`src/rtl/s32x_sdr_arb.sv`:
```
// s32x_sdr_arb: three-way arbiter/sequencer for the 32X 16-bit SDRAM port.
// Define S32X_SDR_ARB_RR_EN for round-robin; otherwise fixed priority 0>1>2.
module s32x_sdr_arb #(
    parameter bit          USE_SDR_WAIT = 1'b0,
    parameter int unsigned LAT          = 2
) (
    input  logic        CLK,
    input  logic        RST_N,
    input  logic [2:0]  REQ,
    input  logic [1:0]  WE0,
    input  logic [1:0]  WE1,
    input  logic [1:0]  WE2,
    input  logic [16:0] A0,
    input  logic [16:0] A1,
    input  logic [16:0] A2,
    input  logic [15:0] DO0,
    input  logic [15:0] DO1,
    input  logic [15:0] DO2,
    output logic [15:0] DI0,
    output logic [15:0] DI1,
    output logic [15:0] DI2,
    output logic [2:0]  ACK,
    output logic [2:0]  GNT,
    output logic        BUSY,
    output logic [16:0] SDR_A,
    output logic [15:0] SDR_DO,
    output logic        SDR_CS,
    output logic [1:0]  SDR_WE,
    output logic        SDR_RD,
    input  logic [15:0] SDR_DI,
    input  logic        SDR_WAIT
);

    typedef enum logic [1:0] {IDLE, ACCESS, DONE} state_t;

    localparam logic [2:0] CNT_INIT = 3'(LAT - 1);

    state_t      state, state_nx;
    logic [1:0]  sel;
    logic [1:0]  cur;
    logic [2:0]  cnt;
    logic        first;
    logic        done;
    logic        hit;
    logic [16:0] a_s;
    logic [15:0] d_s;
    logic [1:0]  w_s;

    function automatic logic [1:0] nxt(input logic [1:0] p);
        return (p == 2'd2) ? 2'd0 : p + 2'd1;
    endfunction

`ifdef S32X_SDR_ARB_RR_EN
    logic [1:0] ptr;
    logic [1:0] c1, c2;

    always_comb begin
        c1 = nxt(ptr);
        c2 = nxt(c1);
        if (REQ[ptr])     sel = ptr;
        else if (REQ[c1]) sel = c1;
        else              sel = c2;
    end
`else
    always_comb begin
        if (REQ[0])      sel = 2'd0;
        else if (REQ[1]) sel = 2'd1;
        else             sel = 2'd2;
    end
`endif

    always_comb begin
        case (sel)
            2'd1:    begin a_s = A1; d_s = DO1; w_s = WE1; end
            2'd2:    begin a_s = A2; d_s = DO2; w_s = WE2; end
            default: begin a_s = A0; d_s = DO0; w_s = WE0; end
        endcase
    end

    assign hit  = |REQ;
    assign BUSY = (state != IDLE);
    // WAIT is ignored in the first ACCESS cycle so the controller can react to CS
    assign done = USE_SDR_WAIT ? (!first && !SDR_WAIT) : (cnt == 3'd0);

    always_ff @(posedge CLK or negedge RST_N) begin
        if (!RST_N) state <= IDLE;
        else        state <= state_nx;
    end

    always_comb begin
        state_nx = state;
        unique case (state)
            IDLE:    if (hit)  state_nx = ACCESS;
            ACCESS:  if (done) state_nx = DONE;
            DONE:    state_nx = IDLE;
            default: state_nx = IDLE;
        endcase
    end

    always_ff @(posedge CLK or negedge RST_N) begin
        if (!RST_N) begin
            GNT    <= 3'b000;
            ACK    <= 3'b000;
            SDR_A  <= '0;
            SDR_DO <= '0;
            SDR_WE <= 2'b00;
            SDR_CS <= 1'b0;
            SDR_RD <= 1'b0;
            DI0    <= '0;
            DI1    <= '0;
            DI2    <= '0;
            cur    <= 2'd0;
            cnt    <= 3'd0;
            first  <= 1'b0;
`ifdef S32X_SDR_ARB_RR_EN
            ptr    <= 2'd0;
`endif
        end else begin
            ACK <= 3'b000;
            unique case (state)
                IDLE: if (hit) begin
                    GNT    <= 3'b001 << sel;
                    cur    <= sel;
                    SDR_A  <= a_s;
                    SDR_DO <= d_s;
                    SDR_WE <= w_s;
                    SDR_CS <= 1'b1;
                    SDR_RD <= ~|w_s;
                    cnt    <= CNT_INIT;
                    first  <= 1'b1;
                end
                ACCESS: begin
                    first <= 1'b0;
                    if (done) begin
                        if (SDR_RD) begin
                            case (cur)
                                2'd0:    DI0 <= SDR_DI;
                                2'd1:    DI1 <= SDR_DI;
                                default: DI2 <= SDR_DI;
                            endcase
                        end
                        ACK    <= GNT;
                        SDR_CS <= 1'b0;
                        SDR_RD <= 1'b0;
                    end else if (cnt != 3'd0) begin
                        cnt <= cnt - 3'd1;
                    end
                end
                DONE: begin
                    GNT <= 3'b000;
`ifdef S32X_SDR_ARB_RR_EN
                    ptr <= nxt(cur);
`endif
                end
                default: ;
            endcase
        end
    end

endmodule

```
`config.mk`:
```
export PLATFORM = sky130hd
export DESIGN_NAME = s32x_sdr_arb
export DESIGN_NICKNAME = d
export VERILOG_FILES = /design/src/rtl/s32x_sdr_arb.sv
export SDC_FILE = /design/constraint.sdc
export NUM_CORES = 1
export LEC_CHECK = 0
export CAP_MARGIN = 40
export CORE_ASPECT_RATIO = 0.75
export CORE_MARGIN = 2
export CORE_UTILIZATION = 44
export DETAILED_ROUTE_END_ITERATION = 10
export PLACE_DENSITY_LB_ADDON = 0.1
export REMOVE_ABC_BUFFERS = 1
export SLEW_MARGIN = 20
export SYNTH_ARGS = -nofsm -noshare
export SYNTH_HDL_FRONTEND = slang
export SYNTH_SLANG_ARGS = --single-unit
export TNS_END_PERCENT = 30
```
`constraint.sdc`:
```
create_clock -name CLK -period 5.22 [get_ports CLK]
set_clock_uncertainty 0.1 [all_clocks]
set_input_delay 1.566 -clock CLK [delete_from_list [all_inputs] [get_ports CLK]]
set_output_delay 1.566 -clock CLK [all_outputs]
set_load 0.1 [all_outputs]
```
* Word level (Yosys, flattened, before mapping)
Index checks and enable logic that the tools add are counted.
** Storage, ports and cells
- Output and inout bits :: 92
- Bits in registers :: 98
** Operators by class
- Bitwise operators :: 1
- Equal/unequal tests :: 9
- Mux-type cells :: 21
- Reductions and logical operators :: 19
- Shift-type cells :: 1
- Add/sub/neg operators :: 1
** Operators by type and width (number)
- $pmux W17 S2 :: 1
- $pmux W16 S2 :: 1
- $mux W3 :: 6
- $reduce_and A4 Y1 :: 4
- $pmux W3 S2 :: 2
- $mux W2 :: 4
- $ne A2 B2 Y1 const B :: 4
- $pmux W2 S2 :: 2
- $eq A2 B1 Y1 const B :: 3
- $reduce_and A2 Y1 :: 3
- $reduce_bool A2 Y1 :: 3
- $eq A2 B2 Y1 const B :: 2
- $logic_not A2 Y1 :: 2
- $pmux W1 S2 :: 2
- $reduce_or A2 Y1 :: 2
- $logic_not A3 Y1 :: 1
- $mux W1 :: 3
- $reduce_and A3 Y1 :: 1
- $reduce_bool A3 Y1 :: 1
- $reduce_or A3 Y1 :: 1
- $shl A1 B2 Y3 const A :: 1
- $sub A3 B1 Y3 const B :: 1
- $logic_not A1 Y1 :: 1
- $not A1 Y1 :: 1

* Longest topological paths before layout
Gate-level depths: netlist of run 1.
- Depth in word-level cells :: 8
- Gate-level depth with buffers :: 8
- Gate-level depth less buffers :: 5

* Worst setup path after synthesis of run 1
No wires, ideal clock.
- Path kind :: input to register
- Start point :: input REQ[1]
- End point :: register SDR_DO[15]
- Buffers on the path :: 2
- Data arrival time :: 2.617 ns
- Path slack :: 2.375 ns
- Required time :: 4.992 ns
- Stages on the path :: 5
- Path through :: clkbuf_1 > nor3_2 > nor2_4 > buf_4 > mux2_1
** Between the ends
- Longest elaborated chain between the ends :: 4
** Ends and longest elaborated chain
- start: declaration :: line 9 : input logic [2:0] REQ,
- $mux W2 :: line 67 : else if (REQ[1]) sel = 2'd1;
- $mux W2 :: line 66 : if (REQ[0]) sel = 2'd0;
- $eq A2 B2 Y1 or $eq A2 B1 Y1 (tied branches) :: line 73 : case (sel)
- $pmux W16 S2 :: line 73
- end signal: assignment :: line 125 : SDR_DO <= d_s;
- end: declaration :: line 26 : output logic [15:0] SDR_DO,
Several ways; a longest one is shown, not always the timed one.
A chain may end at the register's enable or synchronous reset.

* Final worst setup path of run 1
- Start point :: register state[0]
- End point :: output BUSY
** Between the ends
- Longest elaborated chain between the ends :: 1
** Ends and longest elaborated chain
- start: declaration :: line 38 : state_t state, state_nx;
- start signal: assignment :: line 87 : else state <= state_nx;
- $reduce_bool A2 Y1 :: line 81 : assign BUSY = (state != IDLE);
- end: declaration :: line 24 : output logic BUSY,
No other way between the ends.

==> out/summary.txt, run 1 <==
===============================================================================================
Result of the run ................................................................ complete, no violations
Count of yosys warnings during synthesis .........................................            0
DRC ..............................................................................            0
CP Launch Type ...................................................................    flip-flop
CTS tree .........................................................................          yes
Placement Rows ...................................................................           32
Data required time at the worst endpoint .........................................      3550 ps
Antenna violations before repair .................................................            0
Number of DRC markers after the initial detailed-route iteration .................          251
Kind of path behind the tightest hold check ......................................      reg2reg
Min Clock Period, post-route .....................................................      3580 ps
Most frequent cells after synthesis .............................................. dfrtp_1, mux2_2, o21ai_0
Final core utilization ...........................................................        88.3%
Actual transition at the worst max-transition pin ................................       677 ps
Post-detailed-placement half-perimeter wirelength ................................     11200 um
Vertical die dimension ...........................................................      92.1 um
Routed vias/inst .................................................................         5.05
Crit path arrival time ...........................................................      1910 ps
Ys async rst share ...............................................................         100%
Worst slew slack as a fraction of its limit ......................................        54.8%
Clock latency on the worst-skew pair .............................................       340 ps
Worst path setup slack after routing .............................................      1640 ps
Post-cts resize count ............................................................            0
Setup TNS ........................................................................         0 ps
Number of nets still failing antenna checks after routing ........................            0
Number of global-route vias before repair ........................................         4516
Routability congestion estimate ..................................................        0.770
Nature of the critical path endpoint .............................................   output pin
Library cell used as clock root buffer ...........................................    clkbuf_16
Placed Instance Area .............................................................   8700 sq um
Area inside the core boundary ....................................................  10200 sq um
Via total after detailed routing .................................................         4051
Worst setup slack before clock tree synthesis ....................................      1600 ps
Total I/O pin count ..............................................................          219
Top FF cell, synth ...............................................................      dfrtp_1
Post-synth top area share ........................................................        53.8%
Number of enable-type register cells in the synthesized netlist ..................            0
Part of the cycle the worst path needs ...........................................        68.6%
Relative area change from synthesis to final layout ..............................        97.3%
Fillcell total ...................................................................          449
Max capacitance violation total ..................................................            0
Total Nets Final .................................................................          790
Cts bufs inserted ................................................................            9
Register cell area after layout ..................................................   2450 sq um
Max Freq .........................................................................      279 MHz
Share of synthesized area occupied by flip-flops and latches .....................        53.8%
Number of antenna repair diodes ..................................................            0
Pin count of the biggest net entering global routing .............................           76
Total congestion overflow after global routing ...................................            0
Deepest clock path buffer count ..................................................            2
Mean instance size in the synthesized netlist ....................................   12.8 sq um
Crit-path max FO .................................................................            6
Number of register bits inferred by synthesis ....................................           98
Most used standard cell by instance count after synthesis ........................      dfrtp_1
Setup repair after global routing missed its margin ..............................           no
Number of max-slew violations in the final report ................................            0
Global-route usage over all layers ...............................................        28.2%
Number of library cell types mapped by synthesis .................................           31
Number of hold-slack violations in the final timing report .......................            0
Most area-hungry cell type in the Yosys netlist ..................................      dfrtp_1
Most area-consuming cells after synthesis ........................................ dfrtp_1, mux2_2, mux2i_1, o21ai_0, mux2_4
Routed wire length ...............................................................     15100 um
Cts hold-fix bufs ................................................................            0
Die width ........................................................................       121 um
Clock net sink count .............................................................           98
Post-synthesis instance area .....................................................   4550 sq um
H-tree Lvls ......................................................................            3
Area enclosed by the die boundary ................................................  11200 sq um
Share of post-route cells with drive strength above 1 ............................        30.8%
Area of the multi-input gates ....................................................   1950 sq um
Clock input transition at the sequential cells of the worst setup and hold paths .        60 ps
Post-CTS Setup Bufs ..............................................................            0
Effective utilization at floorplan ...............................................        44.8%
Worst setup path class ...........................................................      reg2out
First-pass GRT wire length .......................................................     23700 um
Avg WL per Cell ..................................................................      18.8 um
Number of iterations in the first detailed-routing pass ..........................            4
Total of endpoints with negative setup slack in the final report .................            0
Gate Count Post-Synth ............................................................          355
IO Port Bufs .....................................................................          217
Post-route standard cell area excluding fillers ..................................   8980 sq um
===============================================================================================
==> worst max-delay path, cell delays in order, from the launching register on <==
cell and delay (ps):
dfrtp_1 440, nor2_1 240, inv_1 200, clkdlybuf4s50_1 500, buf_8 190
==> per-stage QoR <==
step,instances,hold WS [ps]
floorplan,334,392
CTS,802,397
global route,802,420
finish,802,394
global placement,692,369
detailed placement,786,380
==> per-layer routing <==
layer | GRT usage [%] | up-vias | part of all wire [%]
li1 | - | 1867 | -
met1 | 31.0 | 2002 | 37
met2 | 52.6 | 149 | 55
met3 | 7.09 | 33 | 5.4
met5 | 0 | - | 0
met4 | 9.96 | 0 | 2.6
==> cells by family after synthesis <==
logic type | Yosys count | share of synthesized area [%]
flops | 98 | 53.8
buf+inv | 28 | 3.43
mux | 119 | 29.3
simple gates | 55 | 6.51
fa+ha+maj | 2 | 0.549
compound gates | 53 | 6.37
==> state kept, by name, summed over array words and instances, names as in the netlist <==
| name | cells |
|---|---|
| ACK | 3 |
| DI0 | 16 |
| DI1 | 16 |
| DI2 | 16 |
| GNT | 3 |
| SDR_A | 17 |
| SDR_CS | 1 |
| SDR_DO | 16 |
| SDR_RD | 1 |
| SDR_WE | 2 |
| cnt | 3 |
| cur | 2 |
| state | 2 |
==> layout by cell type (no fill, tap or decap), drive strengths merged, types with 2 or more instances in the layout <==
| master | count |
|---|---|
| ha | 2 |
| dfrtp | 98 |
| nand2 | 37 |
| mux2 | 84 |
| o21ai | 40 |
| a22oi | 3 |
| mux2i | 35 |
| o22ai | 2 |
| a21oi | 3 |
| buf | 102 |
| nor2 | 3 |
| clkinvlp | 3 |
| clkdlybuf4s50 | 214 |
| clkbuf | 12 |
| and4bb | 2 |
| nand2b | 4 |
| o31ai | 3 |
| and2 | 3 |
| inv | 7 |
==> worst paths after layout <==
check,endpoint,startpoint,slack (ps),cells after the start
min in group asynchronous,SDR_A[11],RST_N,1090,1
min,SDR_WE[0],SDR_WE[0],390,1
max reg2reg,DI0[15],cnt[0],2750,6
max,BUSY,state[0],1640,4
max in group asynchronous,DI0[15],RST_N,3190,2
min reg2reg,SDR_WE[0],SDR_WE[0],390,1
==> final cells by class <==
cell class / count / share of cell area, %
Clock buffer: 12 / 2.63
Clock inverter: 4 / 0.585
Inverter: 7 / 0.292
Multi-Input combinational cell: 229 / 21.7
Sequential cell: 98 / 27.3
Tap cell: 136 / 1.89
Timing Repair Buffer: 316 / 45.6
Power of run 1 is left out: the tool's default activity adds up to more than one toggle a clock period on the data nets, which glitch-free logic cannot reach.
==> run 2: changes to the inputs <==
- CORE_UTILIZATION: 44 -> 41
- clock period: 5.22 -> 3.3 ns (I/O delays scaled with it)
==> run 2 against run 1 <==
Sequential cell count stayed put. Core utilization down 24 points. Routed wire length shrank 22%. Register-to-register slack worse by 1700 ps. Clock-buffer cell count decreased by 1. Critical path type unchanged. Sequential share of layout area grew 8.0 points. Hold slack got worse by 4.1 ps. Highest routed layer unchanged. Via count down 14%. Die area increased by 7.0%. Global-route usage is 8.4 points lower.
==> out/summary.txt, run 2 (synthesis results as in run 1) <==
===============================================================================================
Number of nets still failing antenna checks after routing ........................            0
Min Clock Period, post-route .....................................................      2500 ps
Number of iterations in the first detailed-routing pass ..........................            4
Total Nets Final .................................................................          697
Effective utilization at floorplan ...............................................        41.9%
Max Freq .........................................................................      401 MHz
Post-CTS Setup Bufs ..............................................................            0
Via total after detailed routing .................................................         3495
Result of the run ................................................................ complete, no violations
IO Port Bufs .....................................................................          217
Clock net sink count .............................................................           98
Kind of path behind the tightest hold check ......................................      reg2reg
Hold Path Cell Cnt ...............................................................            1
Cts bufs inserted ................................................................            9
Global-route usage over all layers ...............................................        19.8%
Largest register by flop count ...................................................        SDR_A
Die width ........................................................................       126 um
Data required time at the worst endpoint .........................................      2210 ps
H-tree Lvls ......................................................................            3
Share of post-route cells with drive strength above 1 ............................        36.0%
Depth of the most critical reg-to-reg path .......................................            6
Routed wire length ...............................................................     11700 um
Area of the multi-input gates ....................................................   1950 sq um
Actual transition at the worst max-transition pin ................................       514 ps
Setup repair after global routing missed its margin ..............................           no
Post-detailed-placement half-perimeter wirelength ................................      8670 um
First-pass GRT wire length .......................................................     18600 um
Relative area change from synthesis to final layout ..............................        52.4%
Most used cells in the layout excluding fill and tap cells ....................... clkdlybuf4s50_1, dfrtp_1, buf_4
Number of max-slew violations in the final report ................................            0
Crit-path max FO .................................................................            6
Antenna violations before repair .................................................            0
Vertical die dimension ...........................................................      95.3 um
Worst Hold End ...................................................................    SDR_WE[0]
Reg-to-reg setup timing slack ....................................................      1050 ps
Part of the cycle the worst path needs ...........................................        75.6%
Crit path arrival time ...........................................................      1410 ps
Placement Rows ...................................................................           33
Setup TNS ........................................................................         0 ps
CP Launch Type ...................................................................    flip-flop
Worst slew slack as a fraction of its limit ......................................        65.7%
Number of flip-flops under the largest register name .............................           17
Max capacitance violation total ..................................................            0
Total congestion overflow after global routing ...................................            0
CTS tree .........................................................................          yes
Post-cts resize count ............................................................            0
Highest cell delay on the worst timing path ......................................       420 ps
Critical-path top delay cell .....................................................      dfrtp_1
Cts hold-fix bufs ................................................................            0
Reg-to-reg critical path startpoint ..............................................       cnt[0]
Worst Min Path Start .............................................................    SDR_WE[0]
Avg WL per Cell ..................................................................      16.4 um
Register cell area after layout ..................................................   2450 sq um
Total of endpoints with negative setup slack in the final report .................            0
Total I/O pin count ..............................................................          219
Clock input transition at the sequential cells of the worst setup and hold paths .        70 ps
Clock latency on the worst-skew pair .............................................       340 ps
DRC ..............................................................................            0
Routed vias/inst .................................................................         4.90
Number of global-route vias before repair ........................................         3676
Area enclosed by the die boundary ................................................  12000 sq um
Number of DRC markers after the initial detailed-route iteration .................          167
Number of antenna repair diodes ..................................................            0
Top cell family by delay on the critical path .................................... buffers and inverters
Deepest clock path buffer count ..................................................            2
Number of hold-slack violations in the final timing report .......................            0
Crit-path cells .................................................................. nor2_1, inv_1, buf_4
Routability congestion estimate ..................................................        0.776
Worst setup path class ...........................................................      reg2out
Fillcell total ...................................................................          881
Library cell used as clock root buffer ...........................................    clkbuf_16
Pin count of the biggest net entering global routing .............................           76
Commonest non-fill, non-tap cell in the layout ................................... clkdlybuf4s50_1
Worst flop-to-flop path endpoint .................................................      DI0[15]
Area inside the core boundary ....................................................  10900 sq um
Nature of the critical path endpoint .............................................   output pin
Number of buffers and inverters on the critical path .............................            2
===============================================================================================
[run 2: area by class of cell]
| type | count | share of cell area (%) |
|---|---|---|
| Sequential cell | 98 | 35.3 |
| Timing Repair Buffer | 223 | 29.0 |
| Multi-Input combinational cell | 229 | 28.0 |
| Clock buffer | 11 | 3.50 |
| Tap cell | 140 | 2.52 |
| Clock inverter | 5 | 1.23 |
| Inverter | 7 | 0.379 |
[run 2: worst max-delay path by stage]
stage | endpoint | cells after the start | slack, ps | startpoint
after global placement | SDR_DO[8] | 5 | 600 | REQ[2]
after global routing | BUSY | 3 | 750 | state[0]
after floorplan | SDR_A[0] | 4 | 890 | state[0]
after CTS | BUSY | 3 | 800 | state[0]
final | BUSY | 3 | 800 | state[0]
after detailed placement | SDR_DO[1] | 5 | 580 | REQ[2]
[run 2: layer usage]
metal	share of wire [%]	track usage (%)	vias up
li1	-	-	1689
met1	41	23.3	1691
met2	51	35.2	100
met3	6.1	6.17	15
met4	1.9	6.11	0
met5	0	0	-
[run 2: metrics by stage]
step	utilization (%)	setup slack, ps	cells	cell area [sq um]	hold WS, ps
global placement	60.9	596	697	6610	372
global route	63.9	751	713	6940	404
finish	63.9	804	713	6940	390
floorplan	-	892	334	4420	392
detailed placement	60.9	583	697	6610	381
CTS	63.9	798	713	6940	397
Power of run 2 is left out for the same reason.
==> run 3: changes to the inputs <==
- CORE_UTILIZATION: 41 -> 37
- clock period: 3.3 -> 2.12 ns (I/O delays scaled with it)
==> run 3 against run 2 <==
Core utilization increased by 3.9 points. First-iteration DRC count decreased by 11%. Global-route usage decreased by 0.72 points. Die area increased by 10%. Routed wire length increased by 2.6%. Design area increased by 19%. Clock-buffer cell count decreased by 1. Hold slack got worse by 360 ps. Non-clock buffer count increased by 14. Sequential cell count unchanged. Register-to-register slack got worse by 890 ps. Critical endpoint unchanged.
==> out/summary.txt, run 3 (synthesis results as in run 1) <==
===============================================================================================
Number of hold-slack violations in the final timing report .......................            0
Reg-to-reg setup timing slack ....................................................       160 ps
Routed wire length ...............................................................     12000 um
Via total after detailed routing .................................................         3579
Deepest clock path buffer count ..................................................            2
First-pass GRT wire length .......................................................     19700 um
Clock latency on the worst-skew pair .............................................       340 ps
Nature of the critical path endpoint .............................................   output pin
Max capacitance violation total ..................................................            0
Total of endpoints with negative setup slack in the final report .................            0
H-tree Lvls ......................................................................            3
Post-route standard cell area excluding fillers ..................................   8230 sq um
Clock input transition at the sequential cells of the worst setup and hold paths .        70 ps
Reg-to-reg critical path startpoint ..............................................       cnt[0]
Worst setup path class ...........................................................      reg2out
Crit path arrival time ...........................................................      1300 ps
Crit-path max FO .................................................................            6
Number of iterations in the first detailed-routing pass ..........................            4
Depth of the most critical reg-to-reg path .......................................            6
Placement Rows ...................................................................           35
Share of post-route cells with drive strength above 1 ............................        38.2%
Max Freq .........................................................................      490 MHz
Crit path from ...................................................................     state[0]
Met3 capacity usage during global routing ........................................        5.76%
Pin count of the biggest net entering global routing .............................           62
DRC ..............................................................................            0
Vertical die dimension ...........................................................       100 um
Relative area change from synthesis to final layout ..............................        80.7%
Number of flip-flops under the largest register name .............................           17
Worst flop-to-flop path endpoint .................................................      DI0[14]
Commonest non-fill, non-tap cell in the layout ................................... clkdlybuf4s50_1
Placed Instance Area .............................................................   7910 sq um
Routability congestion estimate ..................................................        0.749
Number of DRC markers after the initial detailed-route iteration .................          148
IO Port Bufs .....................................................................          217
Part of the cycle the worst path needs ...........................................        96.2%
Area inside the core boundary ....................................................  12100 sq um
CTS tree .........................................................................          yes
Kind of path behind the tightest hold check ......................................     in2async
Number of global-route vias before repair ........................................         3814
Number of nets still failing antenna checks after routing ........................            0
Top Usage Layer GRT ..............................................................         met2
Worst slew slack as a fraction of its limit ......................................        70.3%
Number of max-slew violations in the final report ................................            0
Avg WL per Cell ..................................................................      16.0 um
Antenna violations before repair .................................................            0
Clock net sink count .............................................................           98
Fraction of met2 tracks used by global routing ...................................        33.7%
Effective utilization at floorplan ...............................................        37.5%
Global-route track usage on met1 .................................................        22.7%
Total congestion overflow after global routing ...................................            0
Most used cells in the layout excluding fill and tap cells ....................... clkdlybuf4s50_1, dfrtp_1, buf_12
Library cell used as clock root buffer ...........................................    clkbuf_16
Total Nets Final .................................................................          711
Post-detailed-placement half-perimeter wirelength ................................      9360 um
CP Launch Type ...................................................................    flip-flop
Area enclosed by the die boundary ................................................  13200 sq um
Total I/O pin count ..............................................................          219
Setup repair after global routing missed its margin ..............................           no
Number of antenna repair diodes ..................................................            0
Cts bufs inserted ................................................................            9
Actual transition at the worst max-transition pin ................................       440 ps
Routed vias/inst .................................................................         4.75
Cts hold-fix bufs ................................................................            0
Data required time at the worst endpoint .........................................      1380 ps
Min Clock Period, post-route .....................................................      2040 ps
Die width ........................................................................       132 um
Global-route usage over all layers ...............................................        19.1%
Fillcell total ...................................................................          879
Result of the run ................................................................ complete, no violations
Largest register by flop count ...................................................        SDR_A
===============================================================================================
[run 3: cell count changes in the layout (fill, tap and decap cells not counted), moves of 2 or more]
| cell | delta |
|---|---|
| buf_12 | +94 |
| buf_4 | -80 |
| clkinv_4 | +3 |
| bufinv_16 | -2 |
[run 3: how the worst max path moves through the flow]
stage,endpoint,cells after the start,slack (ps)
floorplan,SDR_A[0],4,-290
global placement,SDR_DO[4],5,-40
detailed placement,SDR_A[9],5,-50
CTS,BUSY,3,6
global route,BUSY,3,40
finish,BUSY,3,80
[run 3: layout make-up]
class / count / area (sq um) / share of cell area [%]
multi-input cells: 229 / 1950 / 23.7
clock inverters: 6 / 62.6 / 0.760
repair buffers: 237 / 3290 / 40.0
well taps: 166 / 208 / 2.52
flip-flops and latches: 98 / 2450 / 29.8
clock buffers: 10 / 239 / 2.90
inverters: 7 / 26.3 / 0.319
[run 3: per-layer routing]
metal | part of all wire, % | wire length, um | vias to the layer above
met3 | 5.6 | 668 | 14
met2 | 52 | 6250 | 100
met5 | 0 | 0 | -
li1 | - | - | 1717
met1 | 41 | 4880 | 1748
met4 | 1.8 | 218 | 0
[run 3: metrics by stage]
step | setup slack (ps) | util (%) | setup TNS [ps] | hold WS [ps] | std cells
2_1_floorplan | -288 | - | -14020 | 240 | 334
3_3_place_gp | -43.0 | 65.2 | -1040 | 390 | 735
3_5_place_dp | -54.3 | 65.2 | -1140 | 396 | 735
4_1_cts | 5.55 | 67.7 | 0 | 18.1 | 751
5_1_grt | 42.0 | 67.8 | 0 | 25.0 | 753
6_report | 80.7 | 67.8 | 0 | 27.3 | 753
[run 3: worst max-delay path, stage by stage (launching register included)]
cell	delay (ps)
dfrtp_1	450
nor2_2	200
inv_2	120
buf_12	190
[run 3: what timing repair did]
action                                 4_1_cts  5_1_grt
buffers inserted                             0        2
resized for setup                            1        2
setup endpoints to repair                    1       14
endpoints found under the hold margin        0        0
Power of run 3 is left out for the same reason.
